===== config.mk =====
export PLATFORM = sky130hd
export DESIGN_NAME = hilo_control
export DESIGN_NICKNAME = d
export VERILOG_FILES = /design/src/rtl/hilo_control.sv
export SDC_FILE = /design/constraint.sdc
export NUM_CORES = 1
export LEC_CHECK = 0
export CAP_MARGIN = 20
export CORE_MARGIN = 4
export CORE_UTILIZATION = 41
export DETAILED_ROUTE_END_ITERATION = 6
export PLACE_DENSITY = 0.8
export SYNTH_ARGS = -nofsm -noshare
export SYNTH_HDL_FRONTEND = slang
export SYNTH_SLANG_ARGS = --single-unit

===== constraint.sdc =====
create_clock -name clk -period 6.6 [get_ports clk]
set_input_delay 1.32 -clock clk [delete_from_list [all_inputs] [get_ports clk]]
set_output_delay 1.32 -clock clk [all_outputs]
set_load 0.05 [all_outputs]

===== src/rtl/hilo_control.sv =====
// hilo_control
//   Sequencer and architectural HI/LO register pair for the multiply path.
//   An accepted multiply request latches the operands and pulses the
//   multiplier start. The block then waits out the fixed iteration count and
//   commits the 64-bit product into HI/LO. It also services mthi/mtlo writes
//   and mfhi/mflo reads.
//
// Ports
//   clk        system clock, rising edge
//   reset      asynchronous active-high reset
//   mult_req   start a multiply (IDLE only)
//   op_a/op_b  operands, latched on an accepted mult_req
//   mthi/mtlo  write HI/LO with wr_data (IDLE only)
//   wr_data    write data for mthi/mtlo
//   rd_sel     read select, 1 = HI, 0 = LO
//   rd_data    combinational read of HI or LO
//   mul_start  registered start pulse to the multiplier
//   mul_a/b    operands to the multiplier, stable for the whole operation
//   mul_hi/lo  product halves from the multiplier
//   busy       multiply in flight
//   done       one-cycle pulse when HI/LO have been committed
//
// State    | Meaning
// ---------+----------------------------------------------------------
// S_IDLE   | accept mult_req, or service mthi/mtlo writes
// S_LAUNCH | mul_start high for one cycle; load the iteration counter
// S_WAIT   | count down; commit the product when the counter reaches 0

module hilo_control #(
    parameter int ITER = 32
) (
    input  logic        clk,
    input  logic        reset,
    input  logic        mult_req,
    input  logic [31:0] op_a,
    input  logic [31:0] op_b,
    input  logic        mthi,
    input  logic        mtlo,
    input  logic [31:0] wr_data,
    input  logic        rd_sel,
    output logic [31:0] rd_data,
    output logic        mul_start,
    output logic [31:0] mul_a,
    output logic [31:0] mul_b,
    input  logic [31:0] mul_hi,
    input  logic [31:0] mul_lo,
    output logic        busy,
    output logic        done
);

    typedef enum logic [1:0] {
        S_IDLE   = 2'd0,
        S_LAUNCH = 2'd1,
        S_WAIT   = 2'd2
    } state_t;

    localparam logic [5:0] ITER_CNT = 6'(ITER);

    state_t      r_state;
    state_t      w_next;
    logic [5:0]  r_cnt;
    logic [31:0] r_hi;
    logic [31:0] r_lo;
    logic [31:0] r_mul_a;
    logic [31:0] r_mul_b;
    logic        r_mul_start;
    logic        r_done;

    logic        w_accept;
    logic        w_commit;
    logic        w_wr_hi;
    logic        w_wr_lo;

    always_ff @(posedge clk or posedge reset) begin
        if (reset) begin
            r_state <= S_IDLE;
        end else begin
            r_state <= w_next;
        end
    end

    // mult_req has priority over mthi/mtlo; writes are only honoured in IDLE.
    always_comb begin
        w_next   = r_state;
        w_accept = 1'b0;
        w_commit = 1'b0;
        w_wr_hi  = 1'b0;
        w_wr_lo  = 1'b0;
        case (r_state)
            S_IDLE: begin
                if (mult_req) begin
                    w_accept = 1'b1;
                    w_next   = S_LAUNCH;
                end else begin
                    w_wr_hi = mthi;
                    w_wr_lo = mtlo;
                end
            end
            S_LAUNCH: begin
                w_next = S_WAIT;
            end
            S_WAIT: begin
                if (r_cnt == 6'd0) begin
                    w_commit = 1'b1;
                    w_next   = S_IDLE;
                end
            end
            default: begin
                w_next = S_IDLE;
            end
        endcase
    end

    always_ff @(posedge clk or posedge reset) begin
        if (reset) begin
            r_cnt       <= 6'd0;
            r_hi        <= 32'd0;
            r_lo        <= 32'd0;
            r_mul_a     <= 32'd0;
            r_mul_b     <= 32'd0;
            r_mul_start <= 1'b0;
            r_done      <= 1'b0;
        end else begin
            r_mul_start <= w_accept;
            r_done      <= w_commit;

            // Operands change only on an accepted request: the multiplier
            // re-reads them on every iteration.
            if (w_accept) begin
                r_mul_a <= op_a;
                r_mul_b <= op_b;
            end

            if (r_state == S_LAUNCH) begin
                r_cnt <= ITER_CNT;
            end else if ((r_state == S_WAIT) && (r_cnt != 6'd0)) begin
                r_cnt <= r_cnt - 6'd1;
            end

            if (w_commit) begin
                r_hi <= mul_hi;
            end else if (w_wr_hi) begin
                r_hi <= wr_data;
            end

            if (w_commit) begin
                r_lo <= mul_lo;
            end else if (w_wr_lo) begin
                r_lo <= wr_data;
            end
        end
    end

    assign rd_data   = rd_sel ? r_hi : r_lo;
    assign mul_start = r_mul_start;
    assign mul_a     = r_mul_a;
    assign mul_b     = r_mul_b;
    assign busy      = (r_state != S_IDLE);
    assign done      = r_done;

endmodule


-- Yosys cells after proc, flatten, opt, wreduce, memory -nomap -nowiden
Index checks and enable logic that the tools add are counted.
W data, S select, Z words.
- add/subtract/negate cells: 1
- equal/unequal tests: 4
- muxes and demuxes: 18
- reductions and logical operators: 9
- operators with widths (operator ; number):
    $mux W32 ; 5
    $mux W6 ; 2
    $mux W1 ; 8
    $reduce_bool A2 Y1 ; 4
    $logic_not A6 Y1 ; 1
    $pmux W2 S3 ; 1
    $reduce_bool A6 Y1 ; 1
    $sub A6 B1 Y6 const B ; 1
    $mux W2 ; 2
    $ne A2 B2 Y1 const B ; 2
    $eq A2 B1 Y1 const B ; 1
    $eq A2 B2 Y1 const B ; 1
    $logic_not A2 Y1 ; 1
    $reduce_and A2 Y1 ; 1
    $logic_and A1 B1 Y1 ; 1
- register bits: 138
- input bits: 166
- output and inout bits: 99
- word-level logic and storage cells: 40

-- Depth between registers and ports, before layout
- depth in word-level cells: 4
- depth in mapped cells: 7

-- Worst setup path after synthesis
No wires, ideal clock.
- path type: input port to output port
- from: in rd_sel
- to: out rd_data[21]
- data arrival time: 2405 ps
- slack: 2875 ps
- stages: 3
- path buffers: 2
- cell sequence: clkbuf_1 -> buf_1 -> mux2_1
- word-level cells in the longest chain between the ends: 1
- ends and longest elaborated chain (element ; RTL line ; RTL):
    start: declaration ; 40 ; input logic rd_sel,
    $mux W32 ; 154 ; assign rd_data = rd_sel ? r_hi : r_lo;
    end: declaration ; 41 ; output logic [31:0] rd_data,
Every way passes these cells.

-- Worst setup path in the final report
- from: in rd_sel
- to: out rd_data[17]
The elaborated chain is that of the path after synthesis.

==> results.cfg <==
[floorplanning]
coreArea_mm2 = 0.01658
rows = 47
initial_core_util_pct = 41.87
die-area_mm2 = 0.01908
die_y_um = 138.1
ios = 265
die_x_um = 138.1

[global_route]
grt_pass1_wl_um = 28800
grt_pass1_vias = 5321
grt_usage_pct = 18.78
antenna_found_initial = 0
grt-ovfl-total = 0
grt_max_degree = 77

[layout]
antenna_cells = 0
syn_to_final_growth_pct = 47.98
multi_input_area_mm2 = 0.003224
drive_gt1_share_pct = 24.65
nets = 869
fillCellCount = 1280
seqCellArea_mm2 = 0.003453
fin_area_mm2 = 0.01028

[setup_path]
critPathCapture = rd_data[17]
crit_path_start = rd_sel
rrSetupSlack_ps = 4260
crit_chain = buf_2 > mux2_2 > clkdlybuf4s50_1
crit_cells = 3
cp_slowest_stage_delay_ps = 710
cp.arrival_ps = 3150
crit_family = buffers and inverters
rr_startpoint = r_cnt[0]
cp-end-kind = output port
path_max_fanout = 32
path_buf_inv = 2
worstSetupPathType = input pin to output port
ff2ff_path_depth = 7
rr_endpoint = r_lo[31]
critPathSlowestCell = clkdlybuf4s50_1
startpoint_type = input pin
cp.required_ps = 5280

[synth]
seq_area_frac_synth_pct = 49.73
ys.flop_type = dfrtp_1
synth_fp_nets = 605
synth.area.top_cells = dfrtp_1 50%, mux2_4 21%, mux2_1 16%
synthCells = 437
yosysWarnings = 0
yosysTopAreaCell = dfrtp_1
syn_area_per_cell_um2 = 15.89
synth-async-reset-ratio_pct = 100.0
netlist.area_leader.share_pct = 49.73
synth_area_mm2 = 0.006944
synth_edf_count = 0
synth-seq-cells = 138
synthDistinctLibCells = 38

[clocking]
htree_levels = 4
cts_tree = yes
cts_made_buffers = 17
clk_latency_ps = 410
cts_buffer_depth = 2
cts.sinks = 138
postCtsSetupRepairBufs = 0
holdBufCountCts = 0
path_clk_slew_ps = 70
post_cts_resized = 0
cts_root_buf = clkbuf_16

[pwr]
vdd_drop_max_v = 0.0003239
p_leak_nw = 4.448
powerDensity_mw_per_mm2 = 539.8

[worst_hold_path]
min_path_type = register to register

[routing]
antenna_left = 0
dr.first_iter.drc_count = 158
drcViolationCount = 0
wirelength_um = 18200
vias_per_cell = 4.998
wire_per_inst_um = 19.49
num_vias = 4668
drtPass1Iterations = 5

[timing]
fin_tns_setup_ps = 0
setup_viol = 0
fin_crit_sh_pct = 67.65
rsz0062_at_grt = false
slew_viol_final = 0
fmax_mhz = 224.0
skew_ps = 9.518
relSlewSlack_pct = 35.37
final_hold_viol_count = 0
layout_min_cycle_time_ps = 4465
tightest_slew_ps = 969.5

[flow_run]
maxCapViolCount = 0

[status]
status = finished clean

[placement]
dp_hpwl_um = 13080
gp_congestion = 0.7739
port-buffer-count = 264
post_dp_cell_area_mm2 = 0.009663
worst min-delay path by stage:
| stage | startpoint | to | slack [ps] | cells past startpoint |
|---|---|---|---|---|
| after floorplan | r_cnt[1] | r_cnt[1] | 520 | 2 |
| after global placement | mul_b[25] | mul_b[25] | 470 | 1 |
| after detailed placement | mul_b[25] | mul_b[25] | 480 | 1 |
| after CTS | mul_b[25] | mul_b[25] | 490 | 1 |
| after global routing | mul_b[25] | mul_b[25] | 510 | 1 |
| final | mul_b[29] | mul_b[29] | 490 | 1 |
power breakdown:
part / switching, mW / internal, mW
Sequential: 0.276 / 1.28
Clock: 0.385 / 0.527
Combinational: 1.69 / 1.40
stage by stage:
stage	std cells	hold slack [ps]	setup slack, ps	utilization (%)	power [mW]
detailed placement	900	479.0	2110	58.27	4.646
global route	934	509.4	2073	61.97	5.793
CTS	932	493.5	2131	61.68	5.591
floorplan	437	515.0	1584	-	3.710
global placement	899	471.6	2183	58.20	4.561
finish	934	491.3	2135	61.97	5.547
Yosys cell counts (2+ instances only):
| master | n |
|---|---|
| nand3_1 | 4 |
| o211ai_1 | 2 |
| inv_1 | 6 |
| buf_1 | 3 |
| mux2_2 | 31 |
| buf_4 | 2 |
| nand2b_1 | 2 |
| ha_1 | 2 |
| mux2_4 | 98 |
| nor4b_4 | 2 |
| buf_2 | 2 |
| dfrtp_1 | 138 |
| mux2_1 | 96 |
| nor2_1 | 4 |
| nand2_1 | 3 |
| buf_6 | 18 |
| and2_1 | 3 |
cells in the final DEF (no fill, tap or decap), drive strengths merged, types with 3 or more instances in the layout:
| cell type | netlist | layout |
|---|---|---|
| clkinv | 0 | 6 |
| clkbuf | 1 | 18 |
| inv | 7 | 12 |
| buf | 25 | 8 |
| dfrtp | 138 | 138 |
| nand3 | 4 | 4 |
| nand2 | 3 | 3 |
| nor4b | 3 | 3 |
| mux2 | 225 | 225 |
| nor2 | 4 | 4 |
| clkdlybuf4s50 | 0 | 263 |
| and2 | 3 | 3 |
cells by family (layout without fill, tap and decap cells):
family | Yosys count | after routing | synth area share [%]
buf+inv | 33 | 310 | 3.874
compound gates | 12 | 12 | 1.351
mux | 225 | 225 | 41.78
flops | 138 | 138 | 49.73
fa+ha+maj | 2 | 2 | 0.3603
simple gates | 27 | 27 | 2.901
per-layer routing:
| layer | GRT usage, % | wire length, µm |
|---|---|---|
| met1 | 20.96 | 7027 |
| met4 | 6.032 | 429 |
| met2 | 35.02 | 10010 |
| met3 | 4.627 | 735 |
| met5 | 0 | 0 |
area by class of cell:
| cell class | instances | share of cell area, % |
|---|---|---|
| clock buffers | 18 | 4.176 |
| clock inverters | 14 | 1.327 |
| inverters | 7 | 0.3044 |
| multi-input cells | 266 | 31.38 |
| flip-flops and latches | 138 | 33.61 |
| well taps | 220 | 2.679 |
| repair buffers | 271 | 26.53 |
flip-flops by register name (all words and copies together), names as in the netlist:
register and cells:
mul_b 32, mul_start 1, r_state 2, r_cnt 6, mul_a 32, done 1
r_hi 32, r_lo 32
worst register-to-register path, stage by stage, from the launching register on:
cell     delay (ps)
dfrtp_1         430
inv_1            80
ha_1            230
nor3b_4         180
nand4_1         100
buf_4           490
buf_12          320
mux2_1          390
No activity file was read; power rests on OpenSTA's default activity.
